**src/rtl/trace_capture.sv**
```systemverilog
// Architectural trace capture: stamps register/memory writes into a FWFT FIFO
// and ends the test on a tohost store or timeout.
// Ports:
//   clk, rst_n              : clock, synchronous active-low reset
//   rf_we/rf_addr/rf_data   : register-file write events
//   mem_we/mem_addr/mem_wdata : data-memory store events
//   out_valid/out_ready     : trace head handshake
//   out_kind/out_cycle/out_addr/out_data : head entry fields
//   drop_cnt                : saturating count of events lost to a full FIFO
//   done/pass               : end-of-test status
module trace_capture #(
  parameter int XLEN = 32,
  parameter int DEPTH = 16,
  parameter int CYC_W = 32,
  parameter logic [XLEN-1:0] TOHOST_ADDR = XLEN'(32'h0000_1000),
  parameter int TIMEOUT = 100
) (
  input  logic             clk,
  input  logic             rst_n,
  input  logic             rf_we,
  input  logic [4:0]       rf_addr,
  input  logic [XLEN-1:0]  rf_data,
  input  logic             mem_we,
  input  logic [XLEN-1:0]  mem_addr,
  input  logic [XLEN-1:0]  mem_wdata,
  output logic             out_valid,
  input  logic             out_ready,
  output logic             out_kind,
  output logic [CYC_W-1:0] out_cycle,
  output logic [XLEN-1:0]  out_addr,
  output logic [XLEN-1:0]  out_data,
  output logic [15:0]      drop_cnt,
  output logic             done,
  output logic             pass
);

  localparam int AW = $clog2(DEPTH);
  localparam int OW = AW + 1;
  localparam int SW = OW + 1;

  typedef struct packed {
    logic             kind;
    logic [CYC_W-1:0] cyc;
    logic [XLEN-1:0]  addr;
    logic [XLEN-1:0]  data;
  } entry_t;

  typedef enum logic [1:0] {
    RUN,
    DRAIN,
    DONE
  } state_t;

  state_t           state;
  entry_t           fifo_q [DEPTH];
  logic [AW-1:0]    wr_ptr;
  logic [AW-1:0]    rd_ptr;
  logic [OW-1:0]    occ;
  logic [CYC_W-1:0] cyc;
  logic             pass_lat;

  logic          run_st;
  logic          reg_ev;
  logic          mem_ev;
  logic          tohost;
  logic          tmo;
  logic          pop;
  logic [SW-1:0] space;
  logic          acc_reg;
  logic          acc_mem;
  logic [1:0]    n_push;
  logic [1:0]    n_drop;
  logic [OW-1:0] occ_nxt;
  logic [16:0]   drop_sum;
  entry_t        reg_ent;
  entry_t        mem_ent;
  entry_t        slot0;
  entry_t        head;

  assign run_st = (state == RUN);
  assign reg_ev = run_st && rf_we && (rf_addr != 5'd0);
  assign mem_ev = run_st && mem_we;
  assign tohost = mem_ev && (mem_addr == TOHOST_ADDR);
  assign tmo    = run_st && (cyc == CYC_W'(TIMEOUT - 1));

  assign out_valid = (occ != '0);
  assign pop       = out_valid && out_ready;

  // A pop this cycle frees its slot for this cycle's pushes.
  assign space = SW'(DEPTH) - SW'(occ) + SW'(pop);

  // Register event has priority over the memory event for free slots.
  assign acc_reg = reg_ev && (space != '0);
  assign acc_mem = mem_ev &&
                   (acc_reg ? (space >= SW'(2)) : (space != '0));

  assign n_push = 2'(acc_reg) + 2'(acc_mem);
  assign n_drop = 2'(reg_ev && !acc_reg) + 2'(mem_ev && !acc_mem);
  assign occ_nxt = occ + OW'(n_push) - OW'(pop);
  assign drop_sum = {1'b0, drop_cnt} + 17'(n_drop);

  always_comb begin
    reg_ent      = '0;
    reg_ent.kind = 1'b0;
    reg_ent.cyc  = cyc;
    reg_ent.addr = XLEN'(rf_addr);
    reg_ent.data = rf_data;
    mem_ent      = '0;
    mem_ent.kind = 1'b1;
    mem_ent.cyc  = cyc;
    mem_ent.addr = mem_addr;
    mem_ent.data = mem_wdata;
    slot0        = acc_reg ? reg_ent : mem_ent;
  end

  // Storage needs no reset; pointers and occupancy define validity.
  always_ff @(posedge clk) begin
    if (n_push != 2'd0) begin
      fifo_q[wr_ptr] <= slot0;
    end
    if (acc_reg && acc_mem) begin
      fifo_q[wr_ptr + AW'(1)] <= mem_ent;
    end
  end

  assign head      = fifo_q[rd_ptr];
  assign out_kind  = head.kind;
  assign out_cycle = head.cyc;
  assign out_addr  = head.addr;
  assign out_data  = head.data;

  always_ff @(posedge clk) begin
    if (!rst_n) begin
      cyc      <= '0;
      wr_ptr   <= '0;
      rd_ptr   <= '0;
      occ      <= '0;
      drop_cnt <= '0;
    end else begin
      if (cyc != '1) begin
        cyc <= cyc + CYC_W'(1);
      end
      wr_ptr <= wr_ptr + AW'(n_push);
      rd_ptr <= rd_ptr + AW'(pop);
      occ    <= occ_nxt;
      drop_cnt <= drop_sum[16] ? 16'hFFFF : drop_sum[15:0];
    end
  end

  always_ff @(posedge clk) begin
    if (!rst_n) begin
      state    <= RUN;
      pass_lat <= 1'b0;
      done     <= 1'b0;
      pass     <= 1'b0;
    end else begin
      unique case (state)
        RUN: begin
          if (tohost) begin
            state    <= DRAIN;
            pass_lat <= (mem_wdata == XLEN'(1));
          end else if (tmo) begin
            state    <= DRAIN;
            pass_lat <= 1'b0;
          end
        end
        DRAIN: begin
          // Post-pop occupancy lets done rise right after the last pop.
          if (occ_nxt == '0) begin
            state <= DONE;
            done  <= 1'b1;
            pass  <= pass_lat;
          end
        end
        DONE: begin
          state <= DONE;
        end
        default: begin
          state <= RUN;
        end
      endcase
    end
  end

endmodule

```
**config.mk**
```make
export PLATFORM = sky130hd
export DESIGN_NAME = trace_capture
export DESIGN_NICKNAME = d
export VERILOG_FILES = /design/src/rtl/trace_capture.sv
export SDC_FILE = /design/constraint.sdc
export NUM_CORES = 2
export LEC_CHECK = 0
export CORE_ASPECT_RATIO = 0.5
export CORE_MARGIN = 4
export CORE_UTILIZATION = 40
export CTS_CLUSTER_SIZE = 30
export DETAILED_ROUTE_END_ITERATION = 8
export SETUP_SLACK_MARGIN = 0.1
export SLEW_MARGIN = 20
export SYNTH_ARGS = -nofsm -noshare
export SYNTH_HDL_FRONTEND = slang
export SYNTH_SLANG_ARGS = --single-unit
```
**constraint.sdc**
```tcl
create_clock -name clk -period 17.3 [get_ports clk]
set_clock_uncertainty 0.15 [all_clocks]
set_input_delay 5.19 -clock clk [delete_from_list [all_inputs] [get_ports clk]]
set_output_delay 5.19 -clock clk [all_outputs]
set_load 0.05 [all_outputs]
```
# Word-level counts from Yosys, hierarchy flattened
# Memories as Yosys holds them, arrays and structs flattened. A register that Yosys moved wholly into a read port is not among the register bits.
# Cells that the tools add are included.
[classes]
n_shift = 0
n_mux = 14
n_reduce_logical = 23
magnitude_cmp = 1
bitwise_logic = 0
n_addsub = 11
n_eq_ne = 8
div = 0
n_mul = 0
[ops]
columns = ["op", "n"]
rows = [
  ["$mux W97", 1],
  ["$add A32 B1 Y32 const B", 1],
  ["$eq A32 B1 Y1 const B", 1],
  ["$eq A32 B13 Y1 const B", 1],
  ["$eq A32 B7 Y1 const B", 1],
  ["$ne A32 B32 Y1 const B", 1],
  ["$add A16 B2 Y17", 1],
  ["$mux W16", 1],
  ["$logic_and A1 B1 Y1", 11],
  ["$reduce_bool A5 Y1", 2],
  ["$mux W1", 7],
  ["$add A6 B1 Y6", 1],
  ["$ge A6 B2 Y1 const B", 1],
  ["$mux W2", 3],
  ["$pmux W2 S3", 1],
  ["$reduce_and A2 Y1", 3],
  ["$reduce_bool A6 Y1", 1],
  ["$sub A5 B5 Y6 const A", 1],
  ["$add A5 B2 Y5", 1],
  ["$logic_not A5 Y1", 1],
  ["$sub A5 B1 Y5", 1],
  ["$add A1 B1 Y2", 2],
  ["$add A4 B1 Y4", 1],
  ["$add A4 B1 Y4 const B", 1],
  ["9 further kinds", 11],
]
[word_totals]
mem_bits_ro = 0
out_inout_bits = 116
ram_bits = 1552
latchBits = 0
memories = 1
regBits = 66
[mem_list]
columns = ["name", "words", "word_bits", "rd", "rd_clocked_by_memory_dff", "wr", "line_no", "rtl"]
rows = [
  ["fifo_q", 16, 97, 1, 1, 2, "55", "entry_t fifo_q [DEPTH];"],
]

# Longest topological paths before layout
[logic_depth]
depth_word = 13
mapped_depth = 27

# Least setup slack after synthesis
# No wires, ideal clock.
[synth_timing]
path_type = "input to register"
from = "input out_ready"
to = "memory fifo_q[14][0] (netlist bit), enable pin"
stages = 16
slack_ns = 6.021
t_arrival_ns = 10.635
setup_time_ns = 0.495
cell_sequence = "nand2_1 -> ha_1 -> inv_1 -> ha_1 -> nor4b_1 -> a41o_1 -> o211ai_1 -> and2_4 -> buf_6 -> clkinv_4 -> buf_12 -> ha_1 -> nor3b_1 -> a21oi_1 -> nor2b_1 -> clkbuf_1"
[synth_lines]
columns = ["element", "line_no", "rtl"]
rows = [
  ["start, declared", "27", "input logic out_ready,"],
  ["end, declared", "55", ""],
]

==> flow_metrics.env <==
export IMPL_drt_iter0_drc=5781
export IMPL_final_common_cell="edfxtp_1"
export IMPL_status="finished clean"
export IMPL_post_cts_buffers=0
export IMPL_power_leakage_nw=27.6
export IMPL_power_density_nw_per_um2=143
export IMPL_grt_pass1_wl_um=319000
export IMPL_cts_buffers=162
export IMPL_worst_path_buf_inv=5
export IMPL_drt_pass1_iterations=6
export IMPL_htree_levels=4
export IMPL_cp_data_arrival_time_ns=11.09
export IMPL_worstMarginPinSlew_ns=1.16
export IMPL_total_power_mw=12.1
export IMPL_start_util_pct=40.3
export IMPL_fin_crit_sh_pct=62.4
export IMPL_cts_root_buf="clkbuf_16"
export IMPL_worstSetupEndpointType="flop"
export IMPL_coreArea_sq_um=187000
export IMPL_antenna_found_initial=25
export IMPL_syn_avg_cell_area_sq_um=16.0
export IMPL_wl_per_cell_um=30.1
export IMPL_grt_overflow_total=0
export IMPL_rsz0062_at_grt="false"
export IMPL_cts_sinks=1618
export IMPL_dieArea_sq_um=195000
export IMPL_synth_edf_count=1536
export IMPL_synthArstFlopShare_pct=0
export IMPL_finalSetupViolations=0
export IMPL_maxCapViolations=0
export IMPL_place_congestion=0.794
export IMPL_syn_num_nets=4844
export IMPL_synthTopCellsByArea="edfxtp_1, mux4_2, a22o_1"
export IMPL_ys_flop_type="edfxtp_1"
export IMPL_grt_pass1_vias=45576
export IMPL_drc=0
export IMPL_wl_um=219000
export IMPL_grt_max_degree=154
export IMPL_clkPwrFrac_pct=28.0
export IMPL_dp_final_hpwl_um=115000
export IMPL_power_frac_seq_pct=40.7
export IMPL_ant_nets=0
export IMPL_cpPeakStageDelay_ns=0.87
export IMPL_critPathMaxFanout=38
export IMPL_synth_top_area_share_pct=61.3
export IMPL_final_cell_mix="edfxtp_1, and2_1, a22o_1"
export IMPL_finalSetupTns_ns=0
export IMPL_chipWidth_um=621
export IMPL_synth_cell_type_count=63
export IMPL_path_class="in -> reg"
export IMPL_hold_slack_ns=0.305
export IMPL_areaGrowthSynthToFinish_pct=12.0
export IMPL_combPwrFrac_pct=31.3
export IMPL_cts_hold_buf=0
export IMPL_critPathLaunchType="input port"
export IMPL_synth_seq_cells=1618
export IMPL_rows=112
export IMPL_p_sw_mw=3.96
export IMPL_syn_inst=4715
export IMPL_final_max_slew_viol_count=0
export IMPL_critPathTopFamily="buffers and inverters"
export IMPL_nNetsFinal=4755
export IMPL_vdd_ir_drop_max_mv=0.0983
export IMPL_portBuffers=221
export IMPL_placed_area_sq_um=79300
export IMPL_clk_latency_ns=0.79
export IMPL_die_h_um=315
export IMPL_cp_slowest_cell="clkdlybuf4s50_1"
export IMPL_cts_tree="done"
export IMPL_hold_class="reg -> reg"
export IMPL_finalInstanceArea_sq_um=84300
export IMPL_min_period_ns=10.79
export IMPL_yosys_area_top_type="edfxtp_1"
export IMPL_cts_repair_resized=0
export IMPL_cts_max_path_buffers=4
export IMPL_pin_count=222
export IMPL_crit_required_ns=17.60
export IMPL_drive_above_1_share_pct=18.4
export IMPL_num_vias=44149
export IMPL_via_per_inst=6.07
export IMPL_hold_viol=0
export IMPL_cp_cell_sequence="clkdlybuf4s50_1 > or3_1 > o311a_1 > and2_4 > clkinv_4 > ha_1 > nor3b_1 > a21o_1 > buf_4 > and2_4 > buf_4 > buf_4"
export IMPL_netlist_area_sq_um=75200
export IMPL_sw_frac_of_total_pct=32.8
export IMPL_p_int_mw=8.10
export IMPL_synth_warnings=0
export IMPL_clk_pin_slew_ns=0.06
export IMPL_fmax_mhz=92.7
export IMPL_max_slew_margin_pct=22.8
export IMPL_grt_total_usage_pct=22.2
export IMPL_yosysSeqAreaShare_pct=63.5
export IMPL_path_common_cell="buf_4"
==> per-stage QoR <==
| step | utilization, % | setup slack [ns] | std cells |
|---|---|---|---|
| finish | 45.1 | 6.51 | 7268 |
| global route | 45.1 | 6.23 | 7261 |
| CTS | 45.1 | 6.29 | 7245 |
| detailed placement | 42.5 | 5.71 | 6966 |
| global placement | 42.5 | 5.80 | 6966 |
| floorplan | - | 6.02 | 4715 |
==> cells by family (layout without fill, tap and decap cells) <==
group,count (synthesis),count (layout),share of synthesized area [%]
AOI/OAI and AO/OA,695,695,7.79
xor gates and xnor gates,31,31,0.361
adders and majority gates,23,23,0.413
buffers and inverters,606,632,3.40
DFF,1618,1618,63.5
muxes,491,491,14.6
other,0,19,0
and+or+nand+nor,1251,1251,9.92
==> sequential cells by signal, summed over array words and instances, names as in the netlist <==
signal	count
fifo_q	1552
drop_cnt	16
rd_ptr	4
state	2
pass_lat	1
wr_ptr	4
occ	5
done	1
pass	1
cyc	32
==> routing by layer <==
layer  up-vias  global-route usage [%]  wire [um]
met5         -                       0         13
met4         2                    6.43       6170
li1      18253                       -          -
met3       389                    4.17      19400
met1     23282                    30.4      88100
met2      2223                    36.2     105000
==> final timing paths <==
| check | startpoint | end | slack (ns) | cells past startpoint |
|---|---|---|---|---|
| hold reg to reg | fifo_q[10][96] | fifo_q[10][96] | 0.30 | 1 |
| setup reg to reg | occ[3] | fifo_q[12][42] | 10.47 | 20 |
| setup / recovery | rf_addr[0] | fifo_q[12][42] | 6.51 | 12 |
| hold / removal | fifo_q[10][96] | fifo_q[10][96] | 0.30 | 1 |
==> synthesized netlist by cell type (27+ instances only) <==
cell and count:
nand2_1 70, clkbuf_1 358, buf_2 109, dfxtp_1 82, mux4_2 485, buf_1 79, nor2_1 117, edfxtp_1 1536
and2_1 827, a21oi_1 27, o21ai_0 29, and3_1 71, a22o_1 592
==> power by group through the flow <==
stage               sequential [mW]  combinational [mW]  clock [mW]
floorplan                      4.97                2.53           0
CTS                            4.92                3.80        3.42
finish                         4.91                3.78        3.38
global route                   4.94                3.96        3.60
detailed placement             5.01                3.79           0
global placement               4.98                3.77           0
==> final cells by class <==
class,count,area (sq um)
fill,16119,102000
sequential,1618,47800
multi-input combinational,2491,25200
clock buffer,203,4300
timing repair buffer,329,3150
tap,2508,3140
clock inverter,76,563
inverter,24,95.1
antenna,19,47.5
(Power assumes the default switching activity.)
